### src/rtl/byte_sub_serial.sv
// Bit-serial (s - a) mod 2^W using one full-subtractor cell, valid/ready on both sides.
// Define BYTE_SUB_SERIAL_BORROW_EN to expose the final borrow on borrow_out.
`timescale 1ns/1ps
module byte_sub_serial #(
  parameter int W = 8
) (
  input  logic         clk,
  input  logic         rst_n,
  input  logic         in_valid,
  output logic         in_ready,
  input  logic [W-1:0] s_in,
  input  logic [W-1:0] a_in,
  output logic         out_valid,
  input  logic         out_ready,
  output logic [W-1:0] b_out,
`ifdef BYTE_SUB_SERIAL_BORROW_EN
  output logic         borrow_out,
`endif
  output logic         busy,
  output logic [1:0]   state_dbg
);

  // Handshakes: a transfer happens on a rising edge where valid and ready are both high;
  // in_ready is high only in IDLE, out_valid only in DONE, so the two never coincide.

  typedef enum logic [1:0] {
    IDLE  = 2'd0,
    SHIFT = 2'd1,
    DONE  = 2'd2
  } state_t;

  localparam int CW = $clog2(W);
  localparam logic [CW-1:0] LAST = CW'(W - 1);

  state_t        state;
  logic [W-1:0]  sreg;
  logic [W-1:0]  areg;
  logic [W-1:0]  breg;
  logic          br;
  logic [CW-1:0] cnt;
  logic          idle_q;
  logic          diff_bit;
  logic          br_next;

  always_comb begin
    diff_bit = sreg[0] ^ areg[0] ^ br;
    br_next  = (~sreg[0] & areg[0]) | (~(sreg[0] ^ areg[0]) & br);
  end

  always_ff @(posedge clk) begin
    if (!rst_n) begin
      state     <= IDLE;
      sreg      <= '0;
      areg      <= '0;
      breg      <= '0;
      br        <= 1'b0;
      cnt       <= '0;
      out_valid <= 1'b0;
      busy      <= 1'b0;
      idle_q    <= 1'b1;
    end else begin
      case (state)
        IDLE: begin
          if (in_valid) begin
            sreg   <= s_in;
            areg   <= a_in;
            br     <= 1'b0;
            cnt    <= '0;
            state  <= SHIFT;
            busy   <= 1'b1;
            idle_q <= 1'b0;
          end
        end
        SHIFT: begin
          // LSB first; each result bit enters at the top so breg is aligned after W shifts.
          breg <= {diff_bit, breg[W-1:1]};
          sreg <= sreg >> 1;
          areg <= areg >> 1;
          br   <= br_next;
          cnt  <= cnt + CW'(1);
          if (cnt == LAST) begin
            state     <= DONE;
            out_valid <= 1'b1;
          end
        end
        DONE: begin
          if (out_ready) begin
            state     <= IDLE;
            out_valid <= 1'b0;
            busy      <= 1'b0;
            idle_q    <= 1'b1;
          end
        end
        default: begin
          state     <= IDLE;
          out_valid <= 1'b0;
          busy      <= 1'b0;
          idle_q    <= 1'b1;
        end
      endcase
    end
  end

  // Reset masks in_ready immediately so nothing is accepted while rst_n is low.
  assign in_ready  = idle_q & rst_n;
  assign b_out     = breg;
  assign state_dbg = state;
`ifdef BYTE_SUB_SERIAL_BORROW_EN
  assign borrow_out = br;
`endif

endmodule

### config.mk
export PLATFORM = sky130hd
export DESIGN_NAME = byte_sub_serial
export DESIGN_NICKNAME = d
export VERILOG_FILES = /design/src/rtl/byte_sub_serial.sv
export SDC_FILE = /design/constraint.sdc
export NUM_CORES = 1
export LEC_CHECK = 0
export ABC_AREA = 1
export BUFFER_PORTS_ARGS = -buffer_cell sky130_fd_sc_hd__buf_4
export CAP_MARGIN = 10
export CORE_MARGIN = 3
export CORE_UTILIZATION = 45
export DETAILED_ROUTE_END_ITERATION = 10
export GPL_ROUTABILITY_DRIVEN = 1
export PLACE_DENSITY = 0.68
export SYNTH_ARGS = -nofsm -noshare
export SYNTH_HDL_FRONTEND = slang
export SYNTH_SLANG_ARGS = --single-unit
export TNS_END_PERCENT = 50
### constraint.sdc
create_clock -name clk -period 2.5 [get_ports clk]
set_input_delay 0.5 -clock clk [delete_from_list [all_inputs] [get_ports clk]]
set_output_delay 0.5 -clock clk [all_outputs]
set_load 0.02 [all_outputs]
==> results.txt, run 1 <==
* Status: finished clean
- Hold Path Class: input port to flip-flop
- Count of boundary I/O pins: 33
* Synthesized area: 0.001480 sq mm
- By count the netlist is led by nand2_1, dfxtp_1, inv_1, nand3_1, a21oi_1.
- After detailed routing, the number of remaining DRC violations is 0.
- The pre-antenna-repair detailed-routing pass consisted of 4 iterations.
- Final worst-path cycle share: 0.6372
- Final clock skew: 10.17 ps
- Gpl congestion: 0.7006
- The worst setup path is launched from a flip-flop.
* Net count after synthesis: 227
* Quantity of I/O buffers inserted on ports: 32
- Setup_tns: 0 ps
- Power spread over the standard cell area amounts to 639.5 mW/mm^2.
- Summed over all cells, the static leakage comes to 0.8481 nW.
- Library cell with the largest summed area after synthesis: dfxtp_1
- Gate count of the mapped netlist: 204
- Clk Latency, worst-skew pair: 340 ps
- Sequential-to-total area share from yosys stat: 0.4463
- The number of different library cells used by synthesis comes to 21.
- Of the post-synthesis cell area, the dominant cell type holds 0.4463.
* CP peak stage delay: 540 ps
- The initial utilization of the core area, before any placement, comes to 0.4770.
* Max IR drop VDD: 424.6 uV
- Tot Pwr: 1.135 mW
- ANT cells: 0
- The number of max-slew violations in the final report is 0.
* Util after Layout: 0.5718
- Average wire per cell in the routed design: 10.68 microns
- After the first detailed-routing iteration, the DRC count stood at 50.
* Area contributors post-synth: dfxtp_1, nand2_1, nand3_1, a21oi_1, inv_1
- Clock sinks: 33
- Headroom to the max-slew limit came out at 0.7562.
* Number of buffers inserted to repair setup after CTS: 0
* Master cell of the clock root buffer: clkbuf_4
* Inst Count DP: 270
- The detail route stage leaves a number of antenna-violating nets equal to 0.
- Gates resized during post-CTS repair numbered 0.
* Via count: 1296
- Cell with the most instances after synthesis: nand2_1
- The slowest stage of the critical path is the dfxtp_1 cell.
* Post-synthesis area per instance: 7.256 sq um
* Fraction of layout instances using a drive strength above 1: 0.2009
* Initial antenna violation count: 0
- Cell type group with the largest total delay on the critical path: flip-flops
- In this run the core area contains 20 standard-cell rows.
* Maximum number of pins on one net before global-route repair: 32
- Setup slack closes at 906.9 ps.
- STA puts the critical path data arrival time at 1090 ps.
* Hold_sp: out_ready
- The wire-length estimate of the detail-placed layout is 1889 microns.
- Startpoint of the lowest-slack register-to-register path: state_dbg[0]$_SDFFE_PN0P_
- Flop2flop setup slack: 990 ps
- EDFF count, synth: 0
* Bufs and invs on worst path: 1
- The final layout contains routed wiring with a total length of 2968 microns.
* Required time reported for the critical path endpoint: 2000 ps
- Predominant post-synthesis flop cell: dfxtp_1
- Unrepaired setup endpoints after global routing: false
* Worst-case hold path end point: idle_q$_SDFFE_PN1P_
* Non-filler instance count after layout: 278
- For the pin with the worst max-slew slack, the measured transition is 365.4 ps.
- TritonCTS built the clock tree.
- The H-tree was split into 2 levels.
* Die area: 0.004013 sq mm
- Of all nets on the critical path, the largest fanout is 8.
* Asr flop ratio synth: 0
- The hold violation total from the final report was 0.
- Placeable core area: 0.003103 sq mm
- Die height: 63.35 microns
- Maxcap violations: 0
- The worst register-to-register path ends at areg[0]$_SDFFE_PN0P_.
* Total clock buffers created by CTS: 5
- The worst hold path was traced through 3 stages.
* FILL cells: 326
- Final hold slack: 399.2 ps
* Setup violators final: 0
- For this run, the post-layout net count is 256.
* Post-route cell area: 0.001774 sq mm
- Across every metal layer, demand over resource in global routing totals 0.1564.
* Number of vias per cell: 4.662
- The clock passes through at most 2 buffers.
- From synthesis to final layout, the design area changed by 19.86%.
- Critical Path, Cell by Cell: buf_4
- The worst setup path is captured at a primary output.
- The total overflow left after global routing is 0.
- The setup path with the least slack is of type flip-flop to primary output.
* Count of synthesis-stage warnings from yosys: 0
* Global-route wire length before repair: 4961 microns
- Buffers inserted to repair hold after CTS numbered 0.
- Upper clock frequency limit: 627.7 MHz
* X dimension of the die: 63.35 microns
* Clock-pin slew reported for the worst setup and hold paths after clock tree synthesis: 110 ps
- The routed design could run at a clock period as short as 1593 ps.
- Flip-flop and latch count after synthesis: 33
- The via count of the first global-routing pass came to 1118.
* Register-to-Register Path Depth: 5
- Area post-placement: 0.001704 sq mm
* Dpl ws: 1010 ps
[final cells by class]
class	instances	area, sq um	area share
timing repair buffer	32	240.2	0.1354
sequential	33	660.6	0.3724
inverter	27	103.9	0.05853
multi-input combinational	134	644.4	0.3632
clock inverter	1	5.005	0.002821
tap	44	55.05	0.03103
clock buffer	7	65.06	0.03667
[routing by layer]
layer / wire length (microns) / vias to the layer above / track usage
met4: 65 / 0 / 0.08895
met2: 1266 / 27 / 0.2334
met3: 145 / 7 / 0.04635
li1: - / 709 / -
met1: 1491 / 553 / 0.1998
met5: 0 / - / 0
[cell families (layout without fill, tap and decap cells)]
group	after synthesis	after routing	synth area share
and+or+nand+nor	89	89	0.2595
adders and majority gates	3	3	0.03043
AOI/OAI and AO/OA	42	42	0.1454
buffers and inverters	37	67	0.1183
DFF	33	33	0.4463
[state kept, by name, summed over array words and instances, names as in the netlist]
name / flops
areg: 8
b_out: 8
br: 1
busy: 1
cnt: 3
idle_q: 1
out_valid: 1
sreg: 8
state_dbg: 2
[where the power goes]
part	switching [mW]	internal [mW]
clock network	0.184	0.163
logic	0.116	0.0823
registers	0.0243	0.565
[worst max path at each step]
stage	from	endpoint	slack, ps	cells after the start
6_report	state_dbg[0]$_SDFFE_PN0P_	state_dbg[0]	910	1
5_1_grt	state_dbg[0]$_SDFFE_PN0P_	state_dbg[0]	860	1
4_1_cts	state_dbg[0]$_SDFFE_PN0P_	state_dbg[0]	890	1
3_5_place_dp	in_valid	sreg[5]$_SDFFE_PN0P_	1010	5
3_3_place_gp	state_dbg[0]$_SDFFE_PN0P_	areg[3]$_SDFFE_PN0P_	1010	5
2_1_floorplan	rst_n	in_ready	870	4
[layout by cell type, fill, tap and decap left out]
cell,netlist,layout
inv_4,1,1
a21o_1,1,1
ha_1,2,2
nor2_1,20,20
dfxtp_1,33,33
nand2_4,2,2
nand2_2,1,1
o21ai_0,5,5
fa_1,1,1
nand3_1,24,24
clkbuf_8,0,2
nand2_1,41,41
clkbuf_4,0,5
clkinv_2,0,1
o21a_1,1,1
nor2_2,1,1
o21ai_1,14,14
buf_4,2,32
a21oi_1,21,21
inv_2,2,2
inv_1,24,24
Power figures use the tool's default switching activity.
==> inputs of run 2 (changes only) <==
PLACE_DENSITY = 0.71   (was 0.68)
clock period = 1.3 ns   (was 2.5 ns; I/O delays follow)
==> results.txt, run 2 (same netlist as run 1, synthesis figures left out) <==
- The class of the most critical hold timing path is input port to flip-flop (unchanged).
* Library cell appearing most often on the critical path: buf_4
- The final layout net count is 260 (was 256).
- The switching share of power was 0.2821 (was 0.2861).
* Unrepaired setup endpoints after global routing: false (unchanged)
- The count of max-cap constraint violations was 0 (unchanged).
* Total global routing overflow: 0 (unchanged)
- The start of the worst register-to-register path is cnt[0]$_SDFFE_PN0P_ (was state_dbg[0]$_SDFFE_PN0P_).
- The maximum buffer depth of the clock tree was 2 (unchanged).
* Relative contribution of combinational cells to total power: 0.198 (was 0.175)
- Final clock skew: 6.293 ps (was 10.17 ps)
- The number of top-level pins is 33 (unchanged).
* Register-to-Register Path Depth: 6 (was 5)
- The detailed-routing iteration count for the pre-antenna-repair pass came to 4 (unchanged).
- The peak ir drop on the vdd network came to 468.3 uV (was 424.6 uV).
- Clk Latency, worst-skew pair: 320 ps (was 340 ps)
- Data arrival time at the worst-slack endpoint: 980 ps (was 1090 ps)
- Endpoint type of the worst setup path: primary output (unchanged)
- The ratio of cells with drive above 1 in the final layout is 0.2101 (was 0.2009).
- The average detailed-routed wire length per instance was 10.32 microns (was 10.68 microns).
- Flop2flop setup slack: 120 ps (was 990 ps)
* Upper clock frequency limit: 807.5 MHz
* Leakage power: 0.8585 nW (was 0.8481 nW)
* Leading cell type in the layout, fill and taps excluded: nand2_1 (unchanged)
- The standard cell core area is 0.003103 sq mm (unchanged).
- The detailed placement HPWL is 1959 microns (was 1889 microns).
* Critical-path top delay cell: dfxtp_2 (was dfxtp_1)
- The share of power burned in the clock network came to 0.254 (was 0.306).
* Die area: 0.004013 sq mm (unchanged)
- Startpoint Class: flip-flop (unchanged)
- Logic depth of the worst setup path including buffers: 2 (was 1)
- The TritonCTS clock tree is yes (unchanged).
- The total via count in the routed design is 1326 (was 1296).
- The top fanout value on the critical path is 6 (was 8).
- Subtracting the final worst setup slack from the clock period gives 1238 ps.
- The antenna violation net count after detailed routing came to 0 (unchanged).
- Worst setup path endpoint: state_dbg[0] (unchanged)
- Register Area: 663.1 sq um (was 660.6 sq um)
- The destination of the worst register-to-register timing path is out_valid$_SDFFE_PN0P_ (was areg[0]$_SDFFE_PN0P_).
* Total clock buffers created by CTS: 5 (unchanged)
* # H-tree levels: 2 (unchanged)
* Number of global-route vias before repair: 1169 (was 1118)
* Kind of critical path: flip-flop to primary output (unchanged)
- The count of buffering cells on the critical path with inverters included came to 2 (was 1).
* Number of failing hold endpoints at the final stage: 0 (unchanged)
- The total power per unit cell area came to 1146 mW/mm^2 (was 639.5 mW/mm^2).
* FILL cells: 343 (was 326)
* Reg power frac: 0.548 (was 0.519)
* Number of vias per cell: 4.702 (was 4.662)
- Quantity of I/O buffers inserted on ports: 32 (unchanged)
- Setup_tns: 0 ps (unchanged)
- The clock slew at the register clock pins of the worst setup and hold paths was 90 ps (was 110 ps).
- The total wire length after detailed routing was 2909 microns (was 2968 microns).
- Setup violators final: 0 (unchanged)
- Starting density of the core: 0.4770 (unchanged)
- # DRC: 0 (unchanged)
- Global-route wire length before repair: 5154 microns (was 4961 microns)
* Cell type group with the largest total delay on the critical path: flip-flops (unchanged)
* Tot Pwr: 2.060 mW (was 1.135 mW)
- Hold-critical path depth: 3 (unchanged)
- Final worst-path cycle share: 0.9526
* Gpl congestion: 0.7344 (was 0.7006)
* Global-route usage over all layers: 0.1592 (was 0.1564)
* Initial antenna violation count: 0 (unchanged)
* Iter 0 DRT Violations: 57 (was 50)
- Site row count: 20 (unchanged)
- Launch point of the worst path: state_dbg[0]$_SDFFE_PN0P_ (unchanged)
* Area growth from synthesis to layout: 21.47% (was 19.86%)
- The number of max-slew violations in the final report is 0 (unchanged).
- Area used by multi-input combinational logic: 644.4 sq um (unchanged)
* Maximum number of pins on one net before global-route repair: 29 (was 32)
- The die extent in y is 63.35 microns (unchanged).
- The die span in x came to 63.35 microns (unchanged).
- Critical Path, Cell by Cell: buf_4 > buf_4 (was buf_4).
- Status: finished clean (unchanged)
* ANT cells: 0 (unchanged)
- The internal power contribution was 1.479 mW (was 810.0 uW).
- Switching power summed over all nets: 581.1 uW (was 324.6 uW)
* Required time reported for the critical path endpoint: 1040 ps (was 2000 ps)
* Relative slew margins: 0.8055 (was 0.7562)
- Leading cell types in the layout, fill and taps excluded: nand2_1, buf_4, dfxtp_1, inv_1, nand3_1 (was nand2_1, dfxtp_1, buf_4, inv_1, nand3_1)
- The longest individual stage delay on the worst path was 380 ps (was 540 ps).
* Clock sinks: 33 (unchanged)
* Slew at the pin closest to its max-slew limit: 291.3 ps (was 365.4 ps)
- The cell at the root of the clock tree was clkbuf_4 (unchanged).
[run 2: per-layer routing]
metal	track usage	part of all wire
met1	0.2099	0.50
met2	0.2412	0.43
met3	0.04100	0.045
met4	0.07547	0.019
met5	0	0
[run 2: how the worst min path moves through the flow]
stage,slack (ps),endpoint,startpoint
after global placement,440,idle_q$_SDFFE_PN1P_,idle_q$_SDFFE_PN1P_
after floorplan,400,areg[7]$_SDFFE_PN0P_,a_in[7]
after CTS,170,idle_q$_SDFFE_PN1P_,out_ready
after global routing,180,idle_q$_SDFFE_PN1P_,out_ready
final,180,idle_q$_SDFFE_PN1P_,out_ready
after detailed placement,440,idle_q$_SDFFE_PN1P_,idle_q$_SDFFE_PN1P_
[run 2: layout make-up]
type,instances,area share
timing repair buffer,36,0.1573
inverter,27,0.05776
clock buffer,8,0.02714
multi-input combinational,134,0.3584
tap,44,0.03062
sequential,33,0.3688
[run 2: worst register-to-register path, delay by kind of cell (launching register included)]
kind / cells / cell delay, ps
compound gates: 2 / 290
fa+ha+maj: 2 / 410
flops: 1 / 340
simple gates: 2 / 90
[run 2: metrics by stage]
stage	worst slack, ps	std cells	utilization	hold slack, ps	instance area, sq um
final	61.62	282	0.5794	182.2	1798
after detailed placement	127.8	274	0.5629	442.3	1747
after global routing	18.40	282	0.5794	175.3	1798
after CTS	47.99	282	0.5790	174.2	1797
after global placement	133.5	274	0.5629	443.5	1747
after floorplan	42.53	204	-	402.8	1480
[run 2: timing repair]
action | in CTS | in global routing
hold buffers | 0 | 0
resized for setup | 1 | 2
hold endpoints to repair | 0 | 0
setup buffers | 0 | 0
endpoints found under the setup margin | 1 | 6
[run 2: power groups by stage]
| stage | combinational (mW) | sequential [mW] | clock, mW |
|---|---|---|---|
| 3_3_place_gp | 0.408 | 1.15 | 0 |
| 6_report | 0.408 | 1.13 | 0.523 |
| 2_1_floorplan | 0.246 | 1.18 | 0 |
| 4_1_cts | 0.414 | 1.13 | 0.541 |
| 3_5_place_dp | 0.412 | 1.15 | 0 |
| 5_1_grt | 0.465 | 1.14 | 0.593 |
